==> config.mk <==
export PLATFORM = sky130hd
export DESIGN_NAME = tdm_demux5_flat
export DESIGN_NICKNAME = d
export VERILOG_FILES = /design/src/rtl/tdm_pkg.sv /design/src/rtl/tdm_demux5_if.sv /design/src/rtl/demux_chan_reg.sv /design/src/rtl/tdm_demux5.sv /design/src/flat_wrapper.sv
export SDC_FILE = /design/constraint.sdc
export NUM_CORES = 1
export LEC_CHECK = 0
export BUFFER_PORTS_ARGS = -buffer_cell sky130_fd_sc_hd__buf_2
export CORE_MARGIN = 5
export CORE_UTILIZATION = 40
export CTS_BUF_LIST = sky130_fd_sc_hd__clkbuf_8 sky130_fd_sc_hd__clkbuf_16
export CTS_CLUSTER_SIZE = 12
export DETAILED_ROUTE_END_ITERATION = 10
export PLACE_DENSITY = 0.68
export SLEW_MARGIN = 15
export SYNTH_ARGS = -nofsm -noshare
export SYNTH_HDL_FRONTEND = slang
export SYNTH_SLANG_ARGS = --single-unit
==> constraint.sdc <==
create_clock -name clk -period 1.4 [get_ports clk]
set_clock_uncertainty 0.15 [all_clocks]
set_input_delay 0.42 -clock clk [delete_from_list [all_inputs] [get_ports clk]]
set_output_delay 0.42 -clock clk [all_outputs]
set_load 0.01 [all_outputs]
==> src/rtl/tdm_pkg.sv <==
//==============================================================================
// Module   : tdm_pkg
// Brief    : Shared types and constants for the TDM demux and mux blocks.
// Revision : 1.0
//==============================================================================
`default_nettype none

package tdm_pkg;

    localparam int TDM_WIDTH    = 5;
    localparam int TDM_CHANNELS = 4;

    typedef enum logic [0:0] {
        HUNT = 1'b0,
        RUN  = 1'b1
    } tdm_state_e;

    // Slot counter width; never narrower than one bit.
    function automatic int slot_width(input int channels);
        return (channels <= 2) ? 1 : $clog2(channels);
    endfunction

endpackage : tdm_pkg

`default_nettype wire

==> src/rtl/tdm_demux5_if.sv <==
//==============================================================================
// Module   : tdm_demux5_if
// Brief    : Multiplexed input stream plus per-channel handshake bundle.
// Revision : 1.0
//==============================================================================
`default_nettype none

interface tdm_demux5_if #(
    parameter int WIDTH    = 5,
    parameter int CHANNELS = 4
);
    logic [WIDTH-1:0]          InData;
    logic                      InValid;
    logic                      FrameSync;
    logic [CHANNELS-1:0]       ChanAck;
    logic [CHANNELS*WIDTH-1:0] ChanData;
    logic [CHANNELS-1:0]       ChanValid;
    logic [CHANNELS-1:0]       Overrun;
    logic                      FrameDone;
    logic                      SyncError;
    logic                      Locked;

    // Master: the stream source together with the channel consumers.
    modport master (
        output InData, InValid, FrameSync, ChanAck,
        input  ChanData, ChanValid, Overrun, FrameDone, SyncError, Locked
    );

    modport slave (
        input  InData, InValid, FrameSync, ChanAck,
        output ChanData, ChanValid, Overrun, FrameDone, SyncError, Locked
    );
endinterface : tdm_demux5_if

`default_nettype wire

==> src/rtl/demux_chan_reg.sv <==
//==============================================================================
// Module   : demux_chan_reg
// Brief    : One channel holding register with valid/ack handshake and overrun.
// Revision : 1.0
//==============================================================================
`default_nettype none

module demux_chan_reg #(
    parameter int WIDTH = 5
) (
    input  wire logic             clk,
    input  wire logic             rst_n,
    input  wire logic             wr_en,
    input  wire logic [WIDTH-1:0] wr_data,
    input  wire logic             ack,
    output logic      [WIDTH-1:0] data,
    output logic                  valid,
    output logic                  overrun
);

    logic [WIDTH-1:0] data_q, data_d;
    logic             valid_q, valid_d;
    logic             overrun_q, overrun_d;

    // A write always wins over an ack landing in the same cycle.
    always_comb begin
        data_d    = data_q;
        valid_d   = valid_q;
        overrun_d = 1'b0;
        if (wr_en) begin
            data_d    = wr_data;
            valid_d   = 1'b1;
            overrun_d = valid_q & ~ack;
        end else if (ack) begin
            valid_d   = 1'b0;
        end
    end

    always_ff @(posedge clk or negedge rst_n) begin
        if (!rst_n) begin
            data_q    <= '0;
            valid_q   <= 1'b0;
            overrun_q <= 1'b0;
        end else begin
            data_q    <= data_d;
            valid_q   <= valid_d;
            overrun_q <= overrun_d;
        end
    end

    assign data    = data_q;
    assign valid   = valid_q;
    assign overrun = overrun_q;

endmodule : demux_chan_reg

`default_nettype wire

==> src/rtl/tdm_demux5.sv <==
//==============================================================================
// Module   : tdm_demux5
// Brief    : Frame-synchronised TDM demultiplexer into per-channel registers.
// Revision : 1.0
//==============================================================================
`default_nettype none

module tdm_demux5
    import tdm_pkg::*;
#(
    parameter int WIDTH    = TDM_WIDTH,
    parameter int CHANNELS = TDM_CHANNELS
) (
    input  wire logic     clk,
    input  wire logic     rst_n,
    tdm_demux5_if.slave   bus
);

    localparam int SW = slot_width(CHANNELS);
    localparam logic [SW-1:0] LAST_SLOT = SW'(CHANNELS - 1);

    tdm_state_e       state_q, state_d;
    logic [SW-1:0]    slot_q, slot_d;
    logic             frame_done_q, frame_done_d;
    logic             sync_error_q, sync_error_d;

    logic             wr_any;
    logic [SW-1:0]    wr_idx;
    logic [CHANNELS-1:0] wr_en;

    logic [WIDTH-1:0]    chan_data [CHANNELS];
    logic [CHANNELS-1:0] chan_valid;
    logic [CHANNELS-1:0] chan_overrun;

    always_comb begin
        state_d      = state_q;
        slot_d       = slot_q;
        frame_done_d = 1'b0;
        sync_error_d = 1'b0;
        wr_any       = 1'b0;
        wr_idx       = '0;

        if (int'(slot_q) >= CHANNELS) begin
            // Unreachable counter value: drop lock and hunt for a fresh frame.
            state_d = HUNT;
            slot_d  = '0;
        end else if (bus.InValid) begin
            unique case (state_q)
                HUNT: begin
                    if (bus.FrameSync) begin
                        wr_any  = 1'b1;
                        wr_idx  = '0;
                        slot_d  = SW'(1);
                        state_d = RUN;
                    end
                end
                RUN: begin
                    wr_any = 1'b1;
                    if (bus.FrameSync) begin
                        wr_idx       = '0;
                        slot_d       = SW'(1);
                        sync_error_d = (slot_q != '0);
                    end else begin
                        wr_idx = slot_q;
                        if (slot_q == LAST_SLOT) begin
                            slot_d       = '0;
                            frame_done_d = 1'b1;
                        end else begin
                            slot_d = slot_q + SW'(1);
                        end
                    end
                end
                default: state_d = HUNT;
            endcase
        end
    end

    always_ff @(posedge clk or negedge rst_n) begin
        if (!rst_n) begin
            state_q      <= HUNT;
            slot_q       <= '0;
            frame_done_q <= 1'b0;
            sync_error_q <= 1'b0;
        end else begin
            state_q      <= state_d;
            slot_q       <= slot_d;
            frame_done_q <= frame_done_d;
            sync_error_q <= sync_error_d;
        end
    end

    generate
        for (genvar i = 0; i < CHANNELS; i++) begin : g_chan
            assign wr_en[i] = wr_any && (wr_idx == SW'(i));

            demux_chan_reg #(
                .WIDTH (WIDTH)
            ) u_chan (
                .clk     (clk),
                .rst_n   (rst_n),
                .wr_en   (wr_en[i]),
                .wr_data (bus.InData),
                .ack     (bus.ChanAck[i]),
                .data    (chan_data[i]),
                .valid   (chan_valid[i]),
                .overrun (chan_overrun[i])
            );
        end
    endgenerate

    always_comb begin
        bus.ChanData = '0;
        for (int i = 0; i < CHANNELS; i++) begin
            bus.ChanData[i*WIDTH +: WIDTH] = chan_data[i];
        end
    end

    assign bus.ChanValid = chan_valid;
    assign bus.Overrun   = chan_overrun;
    assign bus.FrameDone = frame_done_q;
    assign bus.SyncError = sync_error_q;
    assign bus.Locked    = (state_q == RUN);

endmodule : tdm_demux5

`default_nettype wire

==> src/flat_wrapper.sv <==
// flat-port wrapper written by rule: the top's interface ports become plain ports
module tdm_demux5_flat import tdm_pkg::*;
#(
    parameter int WIDTH    = TDM_WIDTH,
    parameter int CHANNELS = TDM_CHANNELS
)
  (clk, rst_n, bus_InData, bus_InValid, bus_FrameSync, bus_ChanAck, bus_ChanData, bus_ChanValid, bus_Overrun, bus_FrameDone, bus_SyncError, bus_Locked);
  tdm_demux5_if #(.WIDTH(WIDTH), .CHANNELS(CHANNELS)) bus_i ();
  input  wire logic clk;
  input  wire logic rst_n;
  input wire logic [$bits(bus_i.InData)-1:0] bus_InData;
  input wire logic [$bits(bus_i.InValid)-1:0] bus_InValid;
  input wire logic [$bits(bus_i.FrameSync)-1:0] bus_FrameSync;
  input wire logic [$bits(bus_i.ChanAck)-1:0] bus_ChanAck;
  output wire logic [$bits(bus_i.ChanData)-1:0] bus_ChanData;
  output wire logic [$bits(bus_i.ChanValid)-1:0] bus_ChanValid;
  output wire logic [$bits(bus_i.Overrun)-1:0] bus_Overrun;
  output wire logic [$bits(bus_i.FrameDone)-1:0] bus_FrameDone;
  output wire logic [$bits(bus_i.SyncError)-1:0] bus_SyncError;
  output wire logic [$bits(bus_i.Locked)-1:0] bus_Locked;
  assign bus_i.InData = bus_InData;
  assign bus_i.InValid = bus_InValid;
  assign bus_i.FrameSync = bus_FrameSync;
  assign bus_i.ChanAck = bus_ChanAck;
  assign bus_ChanData = bus_i.ChanData;
  assign bus_ChanValid = bus_i.ChanValid;
  assign bus_Overrun = bus_i.Overrun;
  assign bus_FrameDone = bus_i.FrameDone;
  assign bus_SyncError = bus_i.SyncError;
  assign bus_Locked = bus_i.Locked;
  tdm_demux5 #(.WIDTH(WIDTH), .CHANNELS(CHANNELS)) u_core (.clk(clk), .rst_n(rst_n), .bus(bus_i));
endmodule
==> results.py <==
metrics = {
    "layout": {
        "utilization": 0.603,
        "final_cells": 215,
        "nFillCells": 281,
        "final_cell_mix": "buf_2 (42), dfrtp_1 (32), buf_4 (26), mux2_4 (15)",
        "layout_commonest_cell": "buf_2",
        "nets": 183,
        "insertedDiodeCount": 0,
        "drive_gt1_frac": 0.686,
        "multiInputGateArea_um2": 510,
        "ff_latch_area_um2": 827,
        "syn_to_final_growth_pct": 45.5,
    },
    "setup_path": {
        "arrival_ps": 940,
        "worstPathRequired_ps": 830,
        "regToRegSetupSlack_ps": -70,
        "start_kind": "register",
        "crit_slowest_cell": "dfrtp_2",
        "critPathMaxFanout": 4,
        "worstPathBufferInverterCount": 2,
        "ff2ff_path_depth": 3,
        "max_stage_delay_ps": 420,
        "crit_family": "flip-flops",
        "path_common_cell": "buf_6",
        "critPathCapture": "bus_Locked",
        "r2r_end": "u_core.g_chan[1].u_chan.data[3]$_DFFE_PN0P_",
        "critical_path.cell_chain": "buf_6, buf_6",
        "crit_type": "register to primary output",
        "crit_path_start": "u_core.bus.Locked$_DFFE_PN0P_",
        "crit_path_end_kind": "primary output",
        "r2r_start": "u_core.bus.Locked$_DFFE_PN0P_",
        "cp.depth": 2,
    },
    "floorplan": {
        "dieHeight_um": 69.1,
        "die_area_um2": 4770,
        "rows": 21,
        "io_pins": 44,
        "dieWidth_um": 69.1,
        "start_util": 0.415,
        "core_area_um2": 3360,
    },
    "route": {
        "via_per_inst": 4.44,
        "vias": 954,
        "dr.pass1.iters": 4,
        "ant_nets": 0,
        "wl_mm": 2.94,
        "wl_per_cell_um": 13.7,
        "first_iter_violations": 39,
        "drc": 0,
    },
    "run_status": {
        "outcome": "finished with violations",
        "violations": "setup timing",
    },
    "sta": {
        "final-hold-violation-count": 0,
        "max_slew_margin": 0.788,
        "report.final.slew_viol_count": 0,
        "setup_slack_ps": -108,
        "worst_pin_slew_ps": 318,
        "fin_crit_sh": 1.08,
        "finalSetupViolCount": 17,
        "finalWorstPathRequiredPeriod_ps": 1510,
        "hold_ws_ps": 253,
        "max_freq_ghz": 0.663,
        "grt_setup_unrepaired": "yes",
    },
    "yosys": {
        "synth-edff-count": 0,
        "synthFlopType": "dfrtp_1",
        "synthAdderAreaFrac": 0.0179,
        "synth-seq-cells": 33,
        "synth_compound_gate_area_share": 0.0395,
        "synth_area_um2": 1400,
        "synth_top_cell_area_share": 0.592,
        "synth_cell_types": 20,
        "synth_top_family_by_area": "multiplexers",
        "muxShareOfSynthArea": 0.188,
        "synth_nets": 110,
        "synth_cells": 95,
        "synth_top_cell_by_area": "dfrtp_1",
        "seq_area_frac_synth": 0.592,
        "yosysWarningCount": 0,
        "syn_area_per_cell_um2": 14.7,
        "synth_area_leaders": "dfrtp_1 (59%), mux2_4 (11%), mux2_2 (8.1%)",
        "yosys.area_share.simple": 0.0924,
        "synth_xor_area_frac": 0,
        "synthArstFlopShare": 1.00,
    },
    "cts": {
        "numClockSinks": 33,
        "cts_tree": "built",
        "clk_pin_slew_ps": 60,
        "clk_path_buf_depth": 2,
        "cts.htree.levels": 2,
        "cts-root-buf": "clkbuf_8",
        "clkLatencyLatePin_ps": 280,
        "numCtsBuffers": 5,
    },
    "power_and_ir_drop": {
        "power.leakage_uw": 0.00109,
        "power_density_nw_per_um2": 1680,
        "peakVddDrop_uv": 873,
    },
    "grt": {
        "grt_pass1_vias": 999,
        "antenna_found_initial": 0,
        "grt_max_degree": 23,
        "grt_overflow": 0,
        "grt_pass1_wl_mm": 4.78,
        "track_usage": 0.128,
    },
    "hold_path": {
        "hp-class": "input port to register",
    },
    "placed_design": {
        "dp_worst_setup_slack_ps": -292,
        "numPortBuffers": 43,
        "hpwl_mm": 2.12,
        "dp.cells": 186,
        "gp_congestion": 0.704,
    },
    "run": {
        "cap_violations": 0,
    },
}
==> cell families (layout without fill, tap and decap cells) <==
logic type                 after synthesis  after routing
AOI/OAI and AO/OA                        7              7
adders and majority gates                2              2
buffers and inverters                   14             88
DFF                                     33             33
muxes                                   20             20
and+or+nand+nor                         19             19
==> metrics by stage <==
step                      TNS [ps]  area (um^2)  power [uW]
after floorplan              -2510         1420        1870
after global placement       -5120         1710        2250
after detailed placement     -5480         1710        2270
after CTS                    -1220         1890        3220
after global routing         -2090         2030        3580
final                        -1070         2030        3400
==> worst min path at each step <==
stage	start	endpoint	slack (ps)	cells past startpoint
floorplan	rst_n	u_core.bus.FrameDone$_DFF_PN0_	-30	0
global placement	rst_n	u_core.g_chan[0].u_chan.overrun$_DFF_PN0_	180	1
detailed placement	rst_n	u_core.g_chan[0].u_chan.valid$_DFFE_PN0P_	190	1
CTS	bus_ChanAck[0]	u_core.g_chan[0].u_chan.overrun$_DFF_PN0_	250	3
global route	bus_ChanAck[3]	u_core.g_chan[3].u_chan.overrun$_DFF_PN0_	250	3
finish	bus_ChanAck[3]	u_core.g_chan[3].u_chan.overrun$_DFF_PN0_	250	3
==> cell usage after synthesis (all sizes together), types with 2 or more instances <==
library cell,instances
and3,4
nand2,5
mux2,20
nand2b,2
o21ai,3
ha,2
a21o,3
buf,10
inv,4
nor2,2
dfrtp,33
nor3b,3
==> repair_timing <==
item | CTS | global route
hold endpoints to repair | 11 | 0
pin swaps | 2 | 6
setup buffers | 3 | 17
gates resized for setup | 7 | 3
endpoints found under the setup margin | 21 | 50
hold buffers | 1 | 0
==> power by group <==
| group | internal, uW | leakage (uW) | switching, uW |
|---|---|---|---|
| Clock | 572 | 0.0000626 | 334 |
| Sequential | 1210 | 0.000410 | 131 |
| Combinational | 712 | 0.000619 | 448 |
==> metal layers <==
metal  vias to the layer above  part of all wire  track usage
met5                         -                 0            0
met4                         0             0.014       0.0521
met3                         5             0.064       0.0625
met2                        30              0.48        0.199
met1                       455              0.44        0.150
li1                        464                 -            -
==> area by class of cell <==
cell class / count / area share
clock inverters: 2 / 0.0166
flip-flops and latches: 33 / 0.408
repair buffers: 76 / 0.248
inverters: 4 / 0.00740
well taps: 46 / 0.0284
clock buffers: 6 / 0.0407
multi-input cells: 48 / 0.252
==> state kept, by name, indices dropped and copies added (netlist names) <==
signal                        flops
u_core.bus.FrameDone              1
u_core.g_chan.u_chan.data        20
u_core.g_chan.u_chan.valid        4
u_core.bus.Locked                 1
u_core.bus.SyncError              1
u_core.slot_q                     2
u_core.g_chan.u_chan.overrun      4
==> tightest hold or removal path, stage by stage <==
cell	delay, ps
buf_2	70
nand2b_1	110
nor2_1	50
No activity file was read; power rests on OpenSTA's default activity.
